## src/rtl/sync_pkg.sv

```systemverilog
// Shared types and constants for the timing-phase search path.
package sync_pkg;

  typedef enum logic [1:0] {
    StIdle,
    StShift,
    StWait,
    StFin
  } state_e;

  localparam int unsigned ENERGY_W  = 20;
  localparam int unsigned INTEG_LEN = 496;

endpackage

```

## src/rtl/energy_peak_search_if.sv

```systemverilog
// Control/result bundle between the host, the integrator and the peak search.
interface energy_peak_search_if #(
  parameter int unsigned HYP_W = 8
) ();
  import sync_pkg::*;

  logic                start;
  logic                abort;
  logic [ENERGY_W-1:0] energy;
  logic                result_ok;
  logic                shift_parse;
  logic [HYP_W-1:0]    hyp_idx;
  logic                busy;
  logic                done;
  logic [HYP_W-1:0]    best_idx;
  logic [ENERGY_W-1:0] best_energy;
  logic                lock;

  modport master (
    output start, abort, energy, result_ok,
    input  shift_parse, hyp_idx, busy, done, best_idx, best_energy, lock
  );

  modport slave (
    input  start, abort, energy, result_ok,
    output shift_parse, hyp_idx, busy, done, best_idx, best_energy, lock
  );

endinterface

```

## src/rtl/peak_tracker.sv

```systemverilog
// Running maximum of (index, value) pairs; strict greater-than so ties keep the earlier index.
module peak_tracker #(
  parameter int unsigned IDX_W = 8,
  parameter int unsigned VAL_W = 20
) (
  input  logic             clk,
  input  logic             rst_n,
  input  logic             clear,
  input  logic             load,
  input  logic             first,
  input  logic [IDX_W-1:0] idx,
  input  logic [VAL_W-1:0] val,
  output logic [IDX_W-1:0] max_idx,
  output logic [VAL_W-1:0] max_val
);

  logic [IDX_W-1:0] idx_q, idx_d;
  logic [VAL_W-1:0] val_q, val_d;

  always_comb begin
    idx_d = idx_q;
    val_d = val_q;
    if (clear) begin
      idx_d = '0;
      val_d = '0;
    end else if (load && (first || (val > val_q))) begin
      idx_d = idx;
      val_d = val;
    end
  end

  always_ff @(posedge clk or negedge rst_n) begin
    if (!rst_n) begin
      idx_q <= '0;
      val_q <= '0;
    end else begin
      idx_q <= idx_d;
      val_q <= val_d;
    end
  end

  // Exposes the max including this cycle's candidate so the final capture can be reported at once.
  assign max_idx = idx_d;
  assign max_val = val_d;

endmodule

```

## src/rtl/energy_peak_search.sv

```systemverilog
// Sweeps phase hypotheses, restarts the integrator per step and reports the strongest one.
module energy_peak_search
  import sync_pkg::*;
#(
  parameter int unsigned         NUM_HYP  = 16,
  parameter int unsigned         HYP_W    = 8,
  parameter int unsigned         SKIP_WIN = 1,
  parameter logic [ENERGY_W-1:0] THRESH   = 20'd4096
) (
  input logic clk,
  input logic rst_n,
  energy_peak_search_if.slave bus
);

  localparam logic [HYP_W-1:0] LastHyp = HYP_W'(NUM_HYP - 1);
  localparam logic [2:0]       SkipWin = 3'(SKIP_WIN);

  state_e              state_q, state_d;
  logic [2:0]          skip_q, skip_d;
  logic [HYP_W-1:0]    hyp_q, hyp_d;
  logic                capture, clear;
  logic [HYP_W-1:0]    trk_idx;
  logic [ENERGY_W-1:0] trk_max;

  logic                shift_q, busy_q, done_q, lock_q;
  logic [HYP_W-1:0]    best_idx_q;
  logic [ENERGY_W-1:0] best_energy_q;

  always_comb begin
    state_d = state_q;
    skip_d  = skip_q;
    hyp_d   = hyp_q;
    capture = 1'b0;
    clear   = 1'b0;
    unique case (state_q)
      StIdle: begin
        if (bus.start) begin
          state_d = StShift;
          hyp_d   = '0;
          clear   = 1'b1;
        end
      end
      StShift: begin
        state_d = StWait;
        skip_d  = '0;
      end
      StWait: begin
        if (bus.result_ok) begin
          if (skip_q != SkipWin) begin
            skip_d = skip_q + 3'd1;
          end else begin
            capture = 1'b1;
            if (hyp_q == LastHyp) begin
              state_d = StFin;
            end else begin
              hyp_d   = hyp_q + 1'b1;
              state_d = StShift;
            end
          end
        end
      end
      StFin:   state_d = StIdle;
      default: state_d = StIdle;
    endcase
    // Abort overrides everything: no capture, counters frozen.
    if (bus.abort && (state_q != StIdle)) begin
      state_d = StIdle;
      skip_d  = skip_q;
      hyp_d   = hyp_q;
      capture = 1'b0;
      clear   = 1'b0;
    end
  end

  peak_tracker #(
    .IDX_W (HYP_W),
    .VAL_W (ENERGY_W)
  ) u_tracker (
    .clk     (clk),
    .rst_n   (rst_n),
    .clear   (clear),
    .load    (capture),
    .first   (hyp_q == '0),
    .idx     (hyp_q),
    .val     (bus.energy),
    .max_idx (trk_idx),
    .max_val (trk_max)
  );

  always_ff @(posedge clk or negedge rst_n) begin
    if (!rst_n) begin
      state_q       <= StIdle;
      skip_q        <= '0;
      hyp_q         <= '0;
      shift_q       <= 1'b0;
      busy_q        <= 1'b0;
      done_q        <= 1'b0;
      best_idx_q    <= '0;
      best_energy_q <= '0;
      lock_q        <= 1'b0;
    end else begin
      state_q <= state_d;
      skip_q  <= skip_d;
      hyp_q   <= hyp_d;
      shift_q <= (state_d == StShift);
      busy_q  <= (state_d != StIdle);
      done_q  <= (state_d == StFin);
      if (state_d == StFin) begin
        best_idx_q    <= trk_idx;
        best_energy_q <= trk_max;
        lock_q        <= (trk_max >= THRESH);
      end
    end
  end

  assign bus.shift_parse = shift_q;
  assign bus.hyp_idx     = hyp_q;
  assign bus.busy        = busy_q;
  assign bus.done        = done_q;
  assign bus.best_idx    = best_idx_q;
  assign bus.best_energy = best_energy_q;
  assign bus.lock        = lock_q;

endmodule

```

## src/flat_wrapper.sv

```systemverilog
// flat-port wrapper written by rule: the top's interface ports become plain ports
module energy_peak_search_flat import sync_pkg::*;
#(
  parameter int unsigned         NUM_HYP  = 16,
  parameter int unsigned         HYP_W    = 8,
  parameter int unsigned         SKIP_WIN = 1,
  parameter logic [ENERGY_W-1:0] THRESH   = 20'd4096
)
  (clk, rst_n, bus_start, bus_abort, bus_energy, bus_result_ok, bus_shift_parse, bus_hyp_idx, bus_busy, bus_done, bus_best_idx, bus_best_energy, bus_lock);
  energy_peak_search_if #(.HYP_W(HYP_W)) bus_i ();
  input logic clk;
  input logic rst_n;
  input wire logic [$bits(bus_i.start)-1:0] bus_start;
  input wire logic [$bits(bus_i.abort)-1:0] bus_abort;
  input wire logic [$bits(bus_i.energy)-1:0] bus_energy;
  input wire logic [$bits(bus_i.result_ok)-1:0] bus_result_ok;
  output wire logic [$bits(bus_i.shift_parse)-1:0] bus_shift_parse;
  output wire logic [$bits(bus_i.hyp_idx)-1:0] bus_hyp_idx;
  output wire logic [$bits(bus_i.busy)-1:0] bus_busy;
  output wire logic [$bits(bus_i.done)-1:0] bus_done;
  output wire logic [$bits(bus_i.best_idx)-1:0] bus_best_idx;
  output wire logic [$bits(bus_i.best_energy)-1:0] bus_best_energy;
  output wire logic [$bits(bus_i.lock)-1:0] bus_lock;
  assign bus_i.start = bus_start;
  assign bus_i.abort = bus_abort;
  assign bus_i.energy = bus_energy;
  assign bus_i.result_ok = bus_result_ok;
  assign bus_shift_parse = bus_i.shift_parse;
  assign bus_hyp_idx = bus_i.hyp_idx;
  assign bus_busy = bus_i.busy;
  assign bus_done = bus_i.done;
  assign bus_best_idx = bus_i.best_idx;
  assign bus_best_energy = bus_i.best_energy;
  assign bus_lock = bus_i.lock;
  energy_peak_search #(.NUM_HYP(NUM_HYP), .HYP_W(HYP_W), .SKIP_WIN(SKIP_WIN), .THRESH(THRESH)) u_core (.clk(clk), .rst_n(rst_n), .bus(bus_i));
endmodule
```

## config.mk

```make
export PLATFORM = sky130hd
export DESIGN_NAME = energy_peak_search_flat
export DESIGN_NICKNAME = d
export VERILOG_FILES = /design/src/rtl/sync_pkg.sv /design/src/rtl/energy_peak_search_if.sv /design/src/rtl/peak_tracker.sv /design/src/rtl/energy_peak_search.sv /design/src/flat_wrapper.sv
export SDC_FILE = /design/constraint.sdc
export NUM_CORES = 1
export LEC_CHECK = 0
export ABC_AREA = 1
export CAP_MARGIN = 10
export CORE_ASPECT_RATIO = 0.8
export CORE_MARGIN = 10
export CORE_UTILIZATION = 35
export CTS_BUF_LIST = sky130_fd_sc_hd__clkbuf_2 sky130_fd_sc_hd__clkbuf_4 sky130_fd_sc_hd__clkbuf_8
export DETAILED_ROUTE_END_ITERATION = 12
export HOLD_SLACK_MARGIN = 0.08
export MAX_ROUTING_LAYER = met4
export PLACE_DENSITY = 0.7
export SETUP_SLACK_MARGIN = 0.15
export SLEW_MARGIN = 30
export SYNTH_ARGS = -nofsm -noshare
export SYNTH_HDL_FRONTEND = slang
export SYNTH_HIERARCHICAL = 1
export SYNTH_SLANG_ARGS = --single-unit
```

## constraint.sdc

```tcl
create_clock -name clk -period 2.2 [get_ports clk]
set_input_delay 0.44 -clock clk [delete_from_list [all_inputs] [get_ports clk]]
set_output_delay 0.44 -clock clk [all_outputs]
set_load 0.03 [all_outputs]
```

==> summary.txt, run 1 <==
Global routing
  • Largest net degree at the start of global routing: between 70 and 80
  • Met1 capacity usage during global routing: between 20% and 30%
  • Global Route met3 Usage: 3.69%
  • Vias in the first global route: 4114
  • Tot GR Track Use: 15.1%
  • Initial antenna violation count: 0
  • Gr ovfl total: 0
  • First-pass GRT wire length: approximately 20000 µm
  • Global routing usage on met2: 22.7%
  • GR peak layer: met2

Power and ir drop
  • Tot Pwr: 7.14 mW
  • Peak supply drop: 606 µV
  • Leakage: 3.06 nW
  • Power Density: roughly 1100 nW/µm²

Synth
  • Post-synth cell types: 31
  • Post-Syn Area: 4270 µm²
  • Share of the synthesized area in the top cell type: 42.7%
  • Ranking of synthesized cells by area: dfrtp_1 43%, nand2_1 12%, ha_1 7.6%
  • Syn. warnings: 6
  • #FFs+latches synth: 73
  • Mean post-synth cell area: 7.89 µm²
  • Syn nets: 593
  • Sequential share of the synthesized area: 42.7%
  • Post-synth top area cell: dfrtp_1
  • Synth Instances: roughly 540

CTS
  • CTS buffer count: 9
  • H-tree Lvls: 3
  • Clk root buf: clkbuf_8
  • CTS tree: yes
  • CTS Sinks: 73
  • Clock latency on the worst-skew pair: 340 ps
  • Hold Buf Count CTS: 0
  • Clock-pin slew on the worst setup and hold paths: 80 ps
  • Max clock buf depth: 2

Timing
  • Slew HR: 72.7%
  • Max Fclk: 426 MHz
  • Final worst setup slack: -147 ps
  • Fin crit period: between 2000 and 2500 ps
  • Worst slew pin tran: around 410 ps
  • Final Hold Fails: 0
  • Hold WS: 102 ps
  • RSZ-0062 raised after global routing: true
  • Max Transition Viols Final: 0
  • Clock skew: around 14 ps
  • Setup Viol. Count Final: 31
  • Crit share post-route: 107%

Place
  • Pre-CTS WS: -703 ps
  • PortBufs: 64
  • Cell Area, Placed: 5390 µm²
  • Gpl congestion: 0.886
  • Hpwl dp: 8640 µm

Final layout
  • NumNets Final: 693
  • End-of-flow core utilization: 52.2%
  • Share of cells above drive strength 1: 30.1%
  • Finished Cell Area: 6300 µm²
  • Fill cells: 1018
  • Area Overhead vs Synth: 47.3%
  • Antenna cells: 0

Job
  • Max-cap check violation count: 0

Floorplanning
  • Die width: 144 µm
  • Ports: 65
  • Core area: 12100 µm²
  • Die Height: 119 µm
  • Starting density of the core: 35.4%
  • Row cnt: 36
  • Die ar.: ~17000 µm²

Critical path
  • Worst-path fanout max: 8
  • Critical Path Sink Type: flop
  • Critical path class: in2reg
  • Crit path cell chain: clkdlybuf4s50_1 > ha_1 > a21oi_2 > o21ai_1 > nand2_1 > nand3_1 > nand2_2 > nand2_4 > buf_12 > buf_6 > buf_16 > a21oi_2 > nor2_2 > nand4_1 > nand2_1
  • CP arrival: 2580 ps
  • Worst Path Required: 2440 ps
  • Crit path max-delay cell type: clkdlybuf4s50_1
  • Worst path max stage delay: 450 ps
  • Crit path launch type: input port

Run status
  • Violated checks: negative setup slack
  • Outcome: finished, violations left

Route
  • Starting DRT DRC Count: between 300 and 400
  • TritonRoute pass-1 iters: 5
  • Antenna viol nets, final: 0
  • Routed wire length: ~13000 µm
  • # DRC: 0
  • Routed vias: 3996
  • Routed WL per cell: 15.9 µm
  • DR vias/cell: 5.00

Worst hold path
  • Worst Hold Class: in2async
## metal layers
| metal | vias to the layer above | wire, µm |
|---|---|---|
| met4 | 0 | 156 |
| met5 | - | 0 |
| met1 | 1914 | 5640 |
| met2 | 123 | 5990 |
| met3 | 12 | 931 |
| li1 | 1947 | - |
## worst paths after layout
kind | end | cells past startpoint | slack [ps] | startpoint
setup / recovery | u_core/bus.best_idx[2]$_DFFE_PN0N_ | 15 | -150 | bus_energy[1]
hold / removal | u_core/bus.best_idx[4]$_DFFE_PN0N_ | 2 | 100 | rst_n
setup reg to reg | u_core/bus.best_idx[2]$_DFFE_PN0N_ | 19 | -110 | u_core/u_tracker/val_q[6]$_DFF_PN0_
hold reg to reg | u_core/bus.best_energy[8]$_DFFE_PN0N_ | 2 | 480 | u_core/bus.best_energy[8]$_DFFE_PN0N_
max in group asynchronous | u_core/u_tracker/val_q[19]$_DFF_PN0_ | 2 | 1770 | rst_n
min in group clk | u_core/bus.best_energy[8]$_DFFE_PN0N_ | 2 | 480 | u_core/bus.best_energy[8]$_DFFE_PN0N_
## worst max-delay path: cells and delay by family
family / cells / cell delay, ps
and+or+nand+nor: 7 / 540
adders and majority gates: 1 / 350
buffers and inverters: 4 / 870
AOI/OAI and AO/OA: 3 / 370
## cell families after synthesis
family	Yosys count	share of synthesized area (%)
XOR/XNOR	4	0.820
AND/OR/NAND/NOR	279	30.5
AO/OA/AOI/OAI	54	7.03
flip-flops	73	42.7
buffers and inverters	106	11.3
adder cells (fa/ha/maj)	26	7.61
## state kept, by name, summed over array words and instances, names as in the netlist
register                flops
u_core/bus.busy             1
u_core/bus.hyp_idx          8
u_core/u_tracker/idx_q      8
u_core/bus.done             1
u_core/bus.best_energy     20
u_core/state_q              2
u_core/u_tracker/val_q     20
u_core/bus.best_idx         8
u_core/skip_q               3
u_core/bus.lock             1
u_core/bus.shift_parse      1
## what timing repair did
item | 4_1_cts | 5_1_grt
resized for setup | 88 | 45
cloned | 4 | 1
setup endpoints to repair | 58 | 60
pin swaps | 39 | 36
buffers inserted | 10 | 11
## stage by stage
step	setup TNS, ps	cells
after CTS	-1120	787
after global placement	-22200	757
after global routing	-6630	799
final	-2300	799
after detailed placement	-25430	757
after floorplan	0	542
## cell usage in the layout (no fill, tap or decap), drive strengths merged, types with 12 or more instances in the layout
cell,instances
nand2,149
inv,79
dfrtp,73
buf,52
nor2,51
clkdlybuf4s50,43
nand3,43
a21oi,38
nand4,32
ha,26
dlygate4sd2,17
o21ai,12
## Yosys cell counts (all sizes together)
cell	number
o22ai	1
inv	79
a21o	1
o21bai	1
xnor2	2
nor2	51
dfrtp	73
a21oi	38
nand3	43
nand4	32
o21ai	12
clkbuf	4
nor3b	1
ha	26
o211ai	1
buf	23
xor2	2
nor3	3
nand2	149
## power breakdown
| part | switching, mW | total [mW] | internal (mW) |
|---|---|---|---|
| sequential | 0.281 | 2.05 | 1.77 |
| clock | 0.518 | 1.06 | 0.541 |
| combinational | 2.44 | 4.04 | 1.59 |
| total | 3.24 | 7.14 | 3.90 |
## final cells by class
class                      count  area, µm²  share of cell area (%)
clock buffer                  10        131                    2.09
timing repair buffer         116       1230                    19.6
sequential                    73       1830                    29.0
tap                          152        190                    3.02
inverter                      79        297                    4.71
multi-input combinational    363       2550                    40.5
clock inverter                 6       68.8                    1.09
Power figures use the tool's default switching activity.
==> inputs of run 2 (changes only) <==
CORE_MARGIN = unset   (was 10)
GPL_ROUTABILITY_DRIVEN = 0   (was unset)
SETUP_SLACK_MARGIN = unset   (was 0.15)
==> run 2 against run 1 <==
Compared with the run above: the flow still finishes with violations (negative setup slack); worst hold slack got worse by 9.9 ps; fmax decreased by 4.2%; clock skew decreased by 1.3 ps; clock power about the same; sequential share of layout area about the same; first-iteration DRC count decreased by 17%; register-to-register slack got worse by 140 ps; clock-buffer cell count unchanged; core utilization increased by 1.6 points; combinational power increased by 1%; via count increased by 5.2%; critical path type is now reg2reg; critical endpoint is now u_core/bus.best_energy[18]$_DFFE_PN0N_; largest cell class unchanged.
==> summary.txt, run 2 (synthesized netlist as in run 1, its figures left out) <==
Run status
  • Violated checks: negative setup slack
  • Outcome: finished, violations left

Route
  • Routed WL per cell: 16.9 µm (+5.9%)
  • Met3 WL post-DR: 819 µm (-12%)
  • Routed wire length: 13500 µm (+6.0%)
  • Routed vias: 4205 (+5.2%)
  • DR vias/cell: 5.26 (+5.1%)
  • Metal-1 WL: 6220 µm (+10%)
  • Wire length on met2: 6200 µm (+3.6%)
  • # DRC: 0 (unchanged)
  • Antenna viol nets, final: 0 (unchanged)
  • DR top layer: met4
  • TritonRoute pass-1 iters: 6 (+1)
  • Starting DRT DRC Count: 306 (-17%)

Global routing
  • Gr ovfl total: 0 (unchanged)
  • Vias in the first global route: 3879 (-5.7%)
  • Tot GR Track Use: 20.2% (+5.1 points)
  • Largest net degree at the start of global routing: 48 (-35%)
  • Initial antenna violation count: 0 (unchanged)
  • First-pass GRT wire length: 19400 µm (-5.8%)

Timing
  • Clock skew: 12.8 ps (-1.34 ps)
  • Slew HR: 59.0% (-14 points)
  • Max Transition Viols Final: 0 (unchanged)
  • Post-route setup TNS: -4630 ps (-2340 ps)
  • Max Fclk: 408 MHz (-4.2%)
  • Hold WS: 92.6 ps (-9.85 ps)
  • Fin crit period: 2450 ps (+102 ps)
  • Final worst setup slack: -249 ps (-102 ps)
  • Crit share post-route: 111% (+4.7 points)
  • Worst slew pin tran: 616 ps (+206 ps)
  • RSZ-0062 raised after global routing: true
  • Setup Viol. Count Final: 37 (+19%)
  • Final Hold Fails: 0 (unchanged)

Floorplanning
  • Die ar.: 12700 µm² (-26%)
  • Core area: 11700 µm² (-3.1%)
  • Die Height: 101 µm (-15%)
  • Row cnt: 35 (-2.8%)
  • Die width: 126 µm (-13%)
  • Ports: 65 (unchanged)
  • Starting density of the core: 36.6% (+1.1 points)

Critical path
  • Cells on worst reg2reg path: 17 (-2)
  • Flop-to-flop setup slack: -250 ps (-140 ps)
  • R2r endpoint: u_core/bus.best_energy[18]$_DFFE_PN0N_
  • CP arrival: 2740 ps (+160 ps)
  • Worst R2R Start: u_core/u_tracker/val_q[13]$_DFF_PN0_
  • Critical Path Sink Type: flop
  • Critical path class: reg2reg
  • Crit path launch type: flop
  • Worst setup endpoint: u_core/bus.best_energy[18]$_DFFE_PN0N_
  • Crit path max-delay cell type: dfrtp_1
  • Worst-path fanout max: 5 (-3)
  • Worst Path Required: 2490 ps (+50 ps)
  • Crit path cell chain: inv_1 > ha_4 > nand2_1 > nor2_2 > nand2_2 > nor2_4 > nand4_1 > nand2_2 > nand2_4 > buf_12 > buf_12 > nand3_2 > nand2_1 > nor2_2 > buf_4 > nand4_1 > nand2_1
  • Worst path max stage delay: 370 ps (-80 ps)
  • Most frequent CP cell: nand2_1
  • Crit path launch: u_core/u_tracker/val_q[13]$_DFF_PN0_

Final layout
  • Share of cells above drive strength 1: 30.7% (+0.54 points)
  • Area Overhead vs Synth: 47.1%
  • Most common cell after layout, fill and taps aside: nand2_1
  • Antenna cells: 0 (unchanged)
  • Area of the multi-input gates: 2540 µm² (-0.34%)
  • NumNets Final: 699 (+0.87%)
  • Fill cells: 945 (-7.2%)
  • Most frequent cells in the layout: 126 x nand2_1, 73 x dfrtp_1, 70 x inv_1
  • Storage cell area: 1830 µm² (unchanged)

Power and ir drop
  • Power Density: 1150 nW/µm² (+1.0%)
  • Tot Pwr: 7.21 mW (+0.88%)
  • Leakage: 3.05 nW (-0.34%)
  • Peak supply drop: 790 µV (+30%)

CTS
  • CTS buffer count: 9 (unchanged)
  • Clock-pin slew on the worst setup and hold paths: 80 ps (about the same)
  • Hold Buf Count CTS: 0 (unchanged)
  • Max clock buf depth: 2 (unchanged)
  • CTS Sinks: 73 (unchanged)
  • H-tree Lvls: 3 (unchanged)
  • Clk root buf: clkbuf_8
  • Clock latency on the worst-skew pair: 360 ps (+20 ps)
  • CTS tree: yes

Place
  • Pre-CTS WS: -665 ps (+38.6 ps)
  • Hpwl dp: 8070 µm (-6.6%)
  • PortBufs: 64 (unchanged)

Worst hold path
  • Worst Hold Class: in2async

Job
  • Max-cap check violation count: 0 (unchanged)
## run 2: cell count changes in the layout (fill, tap and decap cells not counted), moves of 3 or more
| cell | delta |
|---|---|
| dlymetal6s2s_1 | -3 |
| inv_2 | +3 |
| inv_1 | -3 |
| nand3_2 | +9 |
| ha_4 | -4 |
| a21oi_2 | -11 |
| a21oi_1 | +10 |
| buf_4 | +6 |
| ha_1 | +4 |
| nand3_1 | -10 |
## run 2: metrics by stage
stage	util, %	area, µm²	cells
after global routing	53.8	6290	800
after global placement	44.7	5230	761
after floorplan	-	4280	542
after CTS	49.1	5740	785
final	53.8	6290	800
after detailed placement	44.7	5230	761
## run 2: worst min-delay path by stage
stage	start	end
finish	rst_n	u_core/skip_q[2]$_DFFE_PN0P_
global route	rst_n	u_core/state_q[1]$_DFF_PN0_
detailed placement	u_core/bus.best_energy[13]$_DFFE_PN0N_	u_core/bus.best_energy[13]$_DFFE_PN0N_
CTS	rst_n	u_core/skip_q[2]$_DFFE_PN0P_
global placement	u_core/bus.best_energy[13]$_DFFE_PN0N_	u_core/bus.best_energy[13]$_DFFE_PN0N_
floorplan	rst_n	u_core/bus.best_energy[0]$_DFFE_PN0N_
## run 2: layer usage
| layer | vias to the layer above | GRT usage (%) |
|---|---|---|
| li1 | 1948 | - |
| met1 | 2068 | 28.6 |
| met2 | 164 | 29.1 |
| met3 | 25 | 3.29 |
| met4 | 0 | 7.41 |
| met5 | - | - |
## run 2: worst max-delay path: cells and delay by family, from the launching register on
family	cells	cell delay, ps
flops	1	370
buf+inv	4	510
fa+ha+maj	1	280
simple gates	12	1230
## run 2: final cells by class
type                            count  share of cell area [%]
Timing Repair Buffer              122                    19.9
Multi-Input combinational cell    363                    40.4
Tap cell                          148                    2.94
Clock buffer                       10                    2.09
Sequential cell                    73                    29.0
Inverter                           79                    4.72
Clock inverter                      5                   0.915
## run 2: power breakdown
part,internal [mW],switching [mW],total (mW)
combinational,1.58,2.52,4.10
clock,0.531,0.529,1.06
sequential,1.77,0.274,2.04
total,3.88,3.32,7.21
## run 2: timing repair
action | CTS | global route
endpoints found under the setup margin | 48 | 56
endpoints found under the hold margin | 0 | 0
gates resized for setup | 64 | 93
pin swaps | 50 | 60
cloned | 3 | 3
setup buffers | 6 | 12
